**config.mk**
```make
export PLATFORM = sky130hd
export DESIGN_NAME = product_bcd_conv
export DESIGN_NICKNAME = d
export VERILOG_FILES = /design/src/rtl/product_bcd_conv_pkg.sv /design/src/rtl/product_bcd_conv_bcd_add3.sv /design/src/rtl/product_bcd_conv.sv
export SDC_FILE = /design/constraint.sdc
export NUM_CORES = 1
export LEC_CHECK = 0
export CAP_MARGIN = 10
export CORE_UTILIZATION = 54
export DETAILED_ROUTE_END_ITERATION = 10
export DONT_BUFFER_PORTS = 1
export GPL_TIMING_DRIVEN = 0
export PLACE_DENSITY = 0.8
export SLEW_MARGIN = 20
export SYNTH_ARGS = -nofsm -noshare
export SYNTH_HDL_FRONTEND = slang
export SYNTH_SLANG_ARGS = --single-unit
```
**constraint.sdc**
```tcl
create_clock -name clk -period 4.19 [get_ports clk]
set_input_delay 1.257 -clock clk [delete_from_list [all_inputs] [get_ports clk]]
set_output_delay 1.257 -clock clk [all_outputs]
set_load 0.03 [all_outputs]
```
**src/rtl/product_bcd_conv_pkg.sv**
```systemverilog
// Shared constants and FSM encoding for the binary-to-BCD display converter.
package product_bcd_conv_pkg;

    localparam int BCD_W      = 4;
    localparam int DEF_WIDTH  = 16;
    localparam int DEF_DIGITS = 5;

    typedef enum logic [1:0] {
        IDLE  = 2'd0,
        SHIFT = 2'd1,
        DONE  = 2'd2
    } conv_state_t;

endpackage

```
**src/rtl/product_bcd_conv_bcd_add3.sv**
```systemverilog
// Double-dabble digit correction: a digit of 5 or more gets +3 before the shift.
module bcd_add3
    import product_bcd_conv_pkg::*;
(
    input  logic [BCD_W-1:0] din,
    output logic [BCD_W-1:0] dout
);

    always_comb begin
        dout = din;
        if (din >= BCD_W'(5)) begin
            dout = din + BCD_W'(3);
        end
    end

endmodule

```
**src/rtl/product_bcd_conv.sv**
```systemverilog
// Captures a binary product on the rising edge of load, converts it to BCD one
// bit per clock, holds the result and scans its digits onto a display bus.
module product_bcd_conv
    import product_bcd_conv_pkg::*;
#(
    parameter int WIDTH    = DEF_WIDTH,
    parameter int DIGITS   = DEF_DIGITS,
    parameter int SCAN_DIV = 1000
) (
    input  logic                    clk,
    input  logic                    reset_a,
    input  logic [WIDTH-1:0]        bin_in,
    input  logic                    load,
    output logic                    busy,
    output logic                    bcd_valid,
    output logic [BCD_W*DIGITS-1:0] bcd_out,
    output logic [DIGITS-1:0]       digit_sel,
    output logic [BCD_W-1:0]        digit_bcd
);

    localparam int BCD_TOT = BCD_W * DIGITS;
    localparam int SR_W    = BCD_TOT + WIDTH;
    localparam int CNT_W   = (WIDTH > 1) ? $clog2(WIDTH) : 1;
    localparam int IDX_W   = (DIGITS > 1) ? $clog2(DIGITS) : 1;
    localparam int SCAN_W  = (SCAN_DIV > 1) ? $clog2(SCAN_DIV) : 1;

    conv_state_t         state_q, state_d;
    logic                load_q;
    logic                start;
    logic [WIDTH-1:0]    bin_sr;
    logic [BCD_TOT-1:0]  bcd_sr;
    logic [BCD_TOT-1:0]  bcd_adj;
    logic [SR_W-1:0]     sr_shift;
    logic [CNT_W-1:0]    bit_cnt;
    logic                last_bit;
    logic [SCAN_W-1:0]   scan_cnt;
    logic [IDX_W-1:0]    scan_idx;

    assign start    = load & ~load_q;
    assign last_bit = (bit_cnt == CNT_W'(WIDTH - 1));

    for (genvar g = 0; g < DIGITS; g++) begin : g_add3
        bcd_add3 u_add3 (
            .din  (bcd_sr[g*BCD_W +: BCD_W]),
            .dout (bcd_adj[g*BCD_W +: BCD_W])
        );
    end

    // Adjusted digits and remaining binary bits move left as one register.
    assign sr_shift = {bcd_adj, bin_sr} << 1;

    always_ff @(posedge clk or negedge reset_a) begin
        if (!reset_a) begin
            state_q <= IDLE;
            load_q  <= 1'b0;
        end else begin
            state_q <= state_d;
            load_q  <= load;
        end
    end

    always_comb begin
        state_d   = state_q;
        busy      = 1'b0;
        bcd_valid = 1'b0;
        case (state_q)
            IDLE: begin
                if (start) state_d = SHIFT;
            end
            SHIFT: begin
                busy = 1'b1;
                if (last_bit) state_d = DONE;
            end
            DONE: begin
                bcd_valid = 1'b1;
                state_d   = IDLE;
            end
            default: state_d = IDLE;
        endcase
    end

    always_ff @(posedge clk or negedge reset_a) begin
        if (!reset_a) begin
            bin_sr  <= '0;
            bcd_sr  <= '0;
            bit_cnt <= '0;
            bcd_out <= '0;
        end else if (state_q == IDLE && start) begin
            bin_sr  <= bin_in;
            bcd_sr  <= '0;
            bit_cnt <= '0;
        end else if (state_q == SHIFT) begin
            bcd_sr  <= sr_shift[SR_W-1 -: BCD_TOT];
            bin_sr  <= sr_shift[WIDTH-1:0];
            bit_cnt <= bit_cnt + CNT_W'(1);
            if (last_bit) bcd_out <= sr_shift[SR_W-1 -: BCD_TOT];
        end
    end

    // Free-running scan; the outputs are registered from the index, so they
    // trail an index change (and a bcd_out change) by one clock.
    always_ff @(posedge clk or negedge reset_a) begin
        if (!reset_a) begin
            scan_cnt  <= '0;
            scan_idx  <= '0;
            digit_sel <= DIGITS'(1);
            digit_bcd <= '0;
        end else begin
            if (scan_cnt == SCAN_W'(SCAN_DIV - 1)) begin
                scan_cnt <= '0;
                scan_idx <= (scan_idx == IDX_W'(DIGITS - 1)) ? '0 : scan_idx + IDX_W'(1);
            end else begin
                scan_cnt <= scan_cnt + SCAN_W'(1);
            end
            digit_sel <= DIGITS'(1) << scan_idx;
            digit_bcd <= bcd_out[BCD_W*scan_idx +: BCD_W];
        end
    end

endmodule
```
==> run metrics, run 1 <==
H-tree level count 3; Core Region approximately 6900 um2; # hold bufs at CTS 0; worst-path fanout max 10; Leak about 2 nW; status finished, final reports clean; Total Die Area 7700 um2; largest net degree at the start of global routing 86; CTS clk-pin slew, worst paths 90 ps; Sw Share roughly 43%; gr usage total 22.9%; sequential-to-total area share from yosys stat a little over half; sequential share of power about half; Critical Path RT 2930 ps; post-placement cell count roughly 480; Routability Congestion slightly below 0.8; Remaining DRCs 0; post_cts resized 0; total global routing overflow 0; Layout Nets about 430; net count after synthesis about 420; worst-path cell chain nand2b_4 > inv_2 > buf_2; Die X 87.8 um; endpoint class of the critical path output pin; total power 3.22 mW; Slew Viols, Final 0; pwr dens 750 nW/um2; WL final approximately 7.9 mm; Post-Layout Inst Area ~4300 um2; Longest Clk Path Bufs 2; slowest CP cell dfrtp_1; Final Setup Violations 0; Num CTS Buffers 9; root buf cell clkbuf_8; fmax roughly 370 MHz; delay-heaviest family, CP buffers and inverters; # IOs 50; post-detail-place hpwl around 5.6 mm; worst path bufs/invs 2; n_diodes 0; hold crit path type reg -> reg; critical path arrival about 1400 ps; DR pass1 iterations 7; #FFs+latches synth 85; ys flop type dfrtp_1; placed cell area between 4000 and 5000 um2; DR vias between 2,000 and 3,000; Syn Area/Cell slightly above 10 um2; antenna violations before repair 0; commonest cells after routing, fill and taps aside dfrtp_1, nand2_1, o21ai_0, inv_1, a21oi_1; peak supply drop around 380 uV; Least-Margin Pin Slew between 600 and 700 ps; Post-CTS Setup Bufs 0; worst clock skew 7.72 ps; Clock power frac 18.7%; non-filler cells, final 494; drt via density around 5.7; commonest non-fill, non-tap cell in the layout dfrtp_1; CTS Sinks 85; die height between 80 and 90 um; critical path type reg -> out; Final Hold Vio Count 0; pre-CTS setup slack approximately 1900 ps; maxcap violations 0; hold_ws between 400 and 500 ps; EDFF count, synth 0; Iter 0 DRT Violations 210; final core utilization about three fifths; crit-path max cell delay 430 ps; min Tclk post-route 2700 ps; CTS tree yes; RSZ-0062 raised after global routing false; Post-DRT Antenna Nets 0; setup ws final 1490 ps; Port Buf Inserts 0; Clock Latency Late Sink about 360 ps; Tcrit/Tclk final 64.4%; switching power 1.38 mW; nature of the critical path startpoint register; Cells after Synth about 380; post-synthesis instance area 3970 um2; share of layout cells above drive strength 1 10.6%; Routed WL per cell 16.0 um; Yosys Warn Count 0; combinational power share between 30% and 40%; Initial Utilization 57.2%; async set or reset register ratio after synthesis between 90% and 100%; vias in the first global route between 2,000 and 3,000; P_int about 1.8 mW; distinct cell type count after synthesis 41; relative slew slack approximately three fifths; area grow syn2layout 8.22%; Setup TNS Final 0 ps; first-pass GRT wire length 13.4 mm; row count 30
-- synthesized netlist by cell type (5+ instances only) --
| cell | n | area (um2) |
|---|---|---|
| a21oi_1 | 19 | 95.1 |
| a222oi_1 | 15 | 150 |
| buf_2 | 5 | 25.0 |
| buf_6 | 5 | 56.3 |
| dfrtp_1 | 84 | 2100 |
| ha_1 | 17 | 213 |
| inv_1 | 29 | 109 |
| mux2_2 | 7 | 78.8 |
| mux2i_1 | 9 | 90.1 |
| nand2_1 | 48 | 180 |
| nand2b_1 | 7 | 43.8 |
| nand3_1 | 12 | 60.1 |
| nor2_1 | 18 | 67.6 |
| nor2b_1 | 6 | 37.5 |
| nor3_1 | 5 | 25.0 |
| nor3b_1 | 9 | 67.6 |
| o21ai_0 | 38 | 190 |
| o21ai_1 | 7 | 35.0 |
| xnor2_1 | 8 | 70.1 |
-- cells by family (layout without fill, tap and decap cells) --
group / Yosys count / in the layout / synth area share, %
buffers and inverters: 47 / 63 / 5.73
multiplexers: 18 / 18 / 4.91
XOR/XNOR: 10 / 10 / 2.20
AO/OA/AOI/OAI: 90 / 90 / 14.0
AND/OR/NAND/NOR: 115 / 115 / 14.3
flip-flops: 85 / 85 / 53.6
adder cells (fa/ha/maj): 17 / 17 / 5.35
-- power groups by stage --
stage / sequential, mW / clock, mW / combinational, mW
2_1_floorplan: 1.48 / 0 / 0.846
3_5_place_dp: 1.56 / 0 / 1.08
4_1_cts: 1.55 / 0.617 / 1.08
6_report: 1.55 / 0.602 / 1.07
5_1_grt: 1.59 / 0.653 / 1.23
3_3_place_gp: 1.55 / 0 / 1.01
-- sequential cells by signal, summed over array words and instances, names as in the netlist --
register and flops:
bcd_out 20, bcd_sr 20, bin_sr 16, bit_cnt 4, digit_bcd 4, digit_sel 5, load_q 1, scan_cnt 10
scan_idx 3, state_q 2
-- path summary, 6_finish.rpt --
| path | start | end | slack, ps | cells past startpoint |
|---|---|---|---|---|
| max in group asynchronous | reset_a | digit_sel[0]$_DFF_PN1_ | 3430 | 0 |
| worst min register to register | bit_cnt[3]$_DFFE_PN0P_ | bit_cnt[3]$_DFFE_PN0P_ | 500 | 1 |
| min in group asynchronous | reset_a | scan_idx[0]$_DFFE_PN0N_ | 590 | 0 |
| worst max-delay path | state_q[1]$_DFFE_PN0P_ | busy | 1490 | 3 |
| worst min-delay path | bit_cnt[3]$_DFFE_PN0P_ | bit_cnt[3]$_DFFE_PN0P_ | 500 | 1 |
| worst max register to register | scan_cnt[0]$_DFF_PN0_ | scan_idx[2]$_DFFE_PN0N_ | 2430 | 6 |
-- per-layer routing --
| layer | track usage, % | share of wire, % | vias to the layer above |
|---|---|---|---|
| li1 | - | - | 1346 |
| met1 | 27.6 | 43 | 1401 |
| met2 | 38.0 | 49 | 80 |
| met3 | 7.26 | 7.2 | 11 |
| met4 | 9.54 | 1.4 | 0 |
| met5 | 0 | 0 | - |
-- layout make-up --
type	instances	area (um2)
plain buffers	16	111
clock buffers	10	138
clock inverters	6	68.8
fillers	549	2650
inverters	31	116
multi-input cells	250	1620
flip-flops and latches	85	2130
well taps	96	120
No activity file was read; power rests on OpenSTA's default activity.
==> run 2, diff against run 1 <==
==> constraint.sdc (replaced) <==
create_clock -name clk -period 2.6 [get_ports clk]
set_input_delay 0.78 -clock clk [delete_from_list [all_inputs] [get_ports clk]]
set_output_delay 0.78 -clock clk [all_outputs]
set_load 0.03 [all_outputs]
==> results of run 2 <==
Same layout as run 1 (identical final DEF). Status: finished, final reports clean.
Main changes from that run: setup slack after placement 1870 ps -> 756 ps; setup slack after layout 1490 ps -> 378 ps; hold slack 498 ps -> 110 ps; register-to-register setup slack 2430 ps -> 840 ps; total power 3.22 mW -> 5.20 mW; worst IR drop on VDD 379 uV -> 610 uV
==> run 3, diff against run 2 <==
--- a/config.mk
+++ b/config.mk
@@ -5,6 +5,7 @@
 export SDC_FILE = /design/constraint.sdc
 export NUM_CORES = 1
 export LEC_CHECK = 0
+export ABC_CLOCK_PERIOD_IN_PS = 2600
 export CAP_MARGIN = 10
 export CORE_UTILIZATION = 54
 export DETAILED_ROUTE_END_ITERATION = 10
==> results of run 3 <==
Same layout as run 1 (identical final DEF). Status: finished, final reports clean.
Main changes from that run: setup slack after placement 1870 ps -> 756 ps; setup slack after layout 1490 ps -> 378 ps; hold slack 498 ps -> 110 ps; register-to-register setup slack 2430 ps -> 840 ps; total power 3.22 mW -> 5.20 mW; worst IR drop on VDD 379 uV -> 610 uV
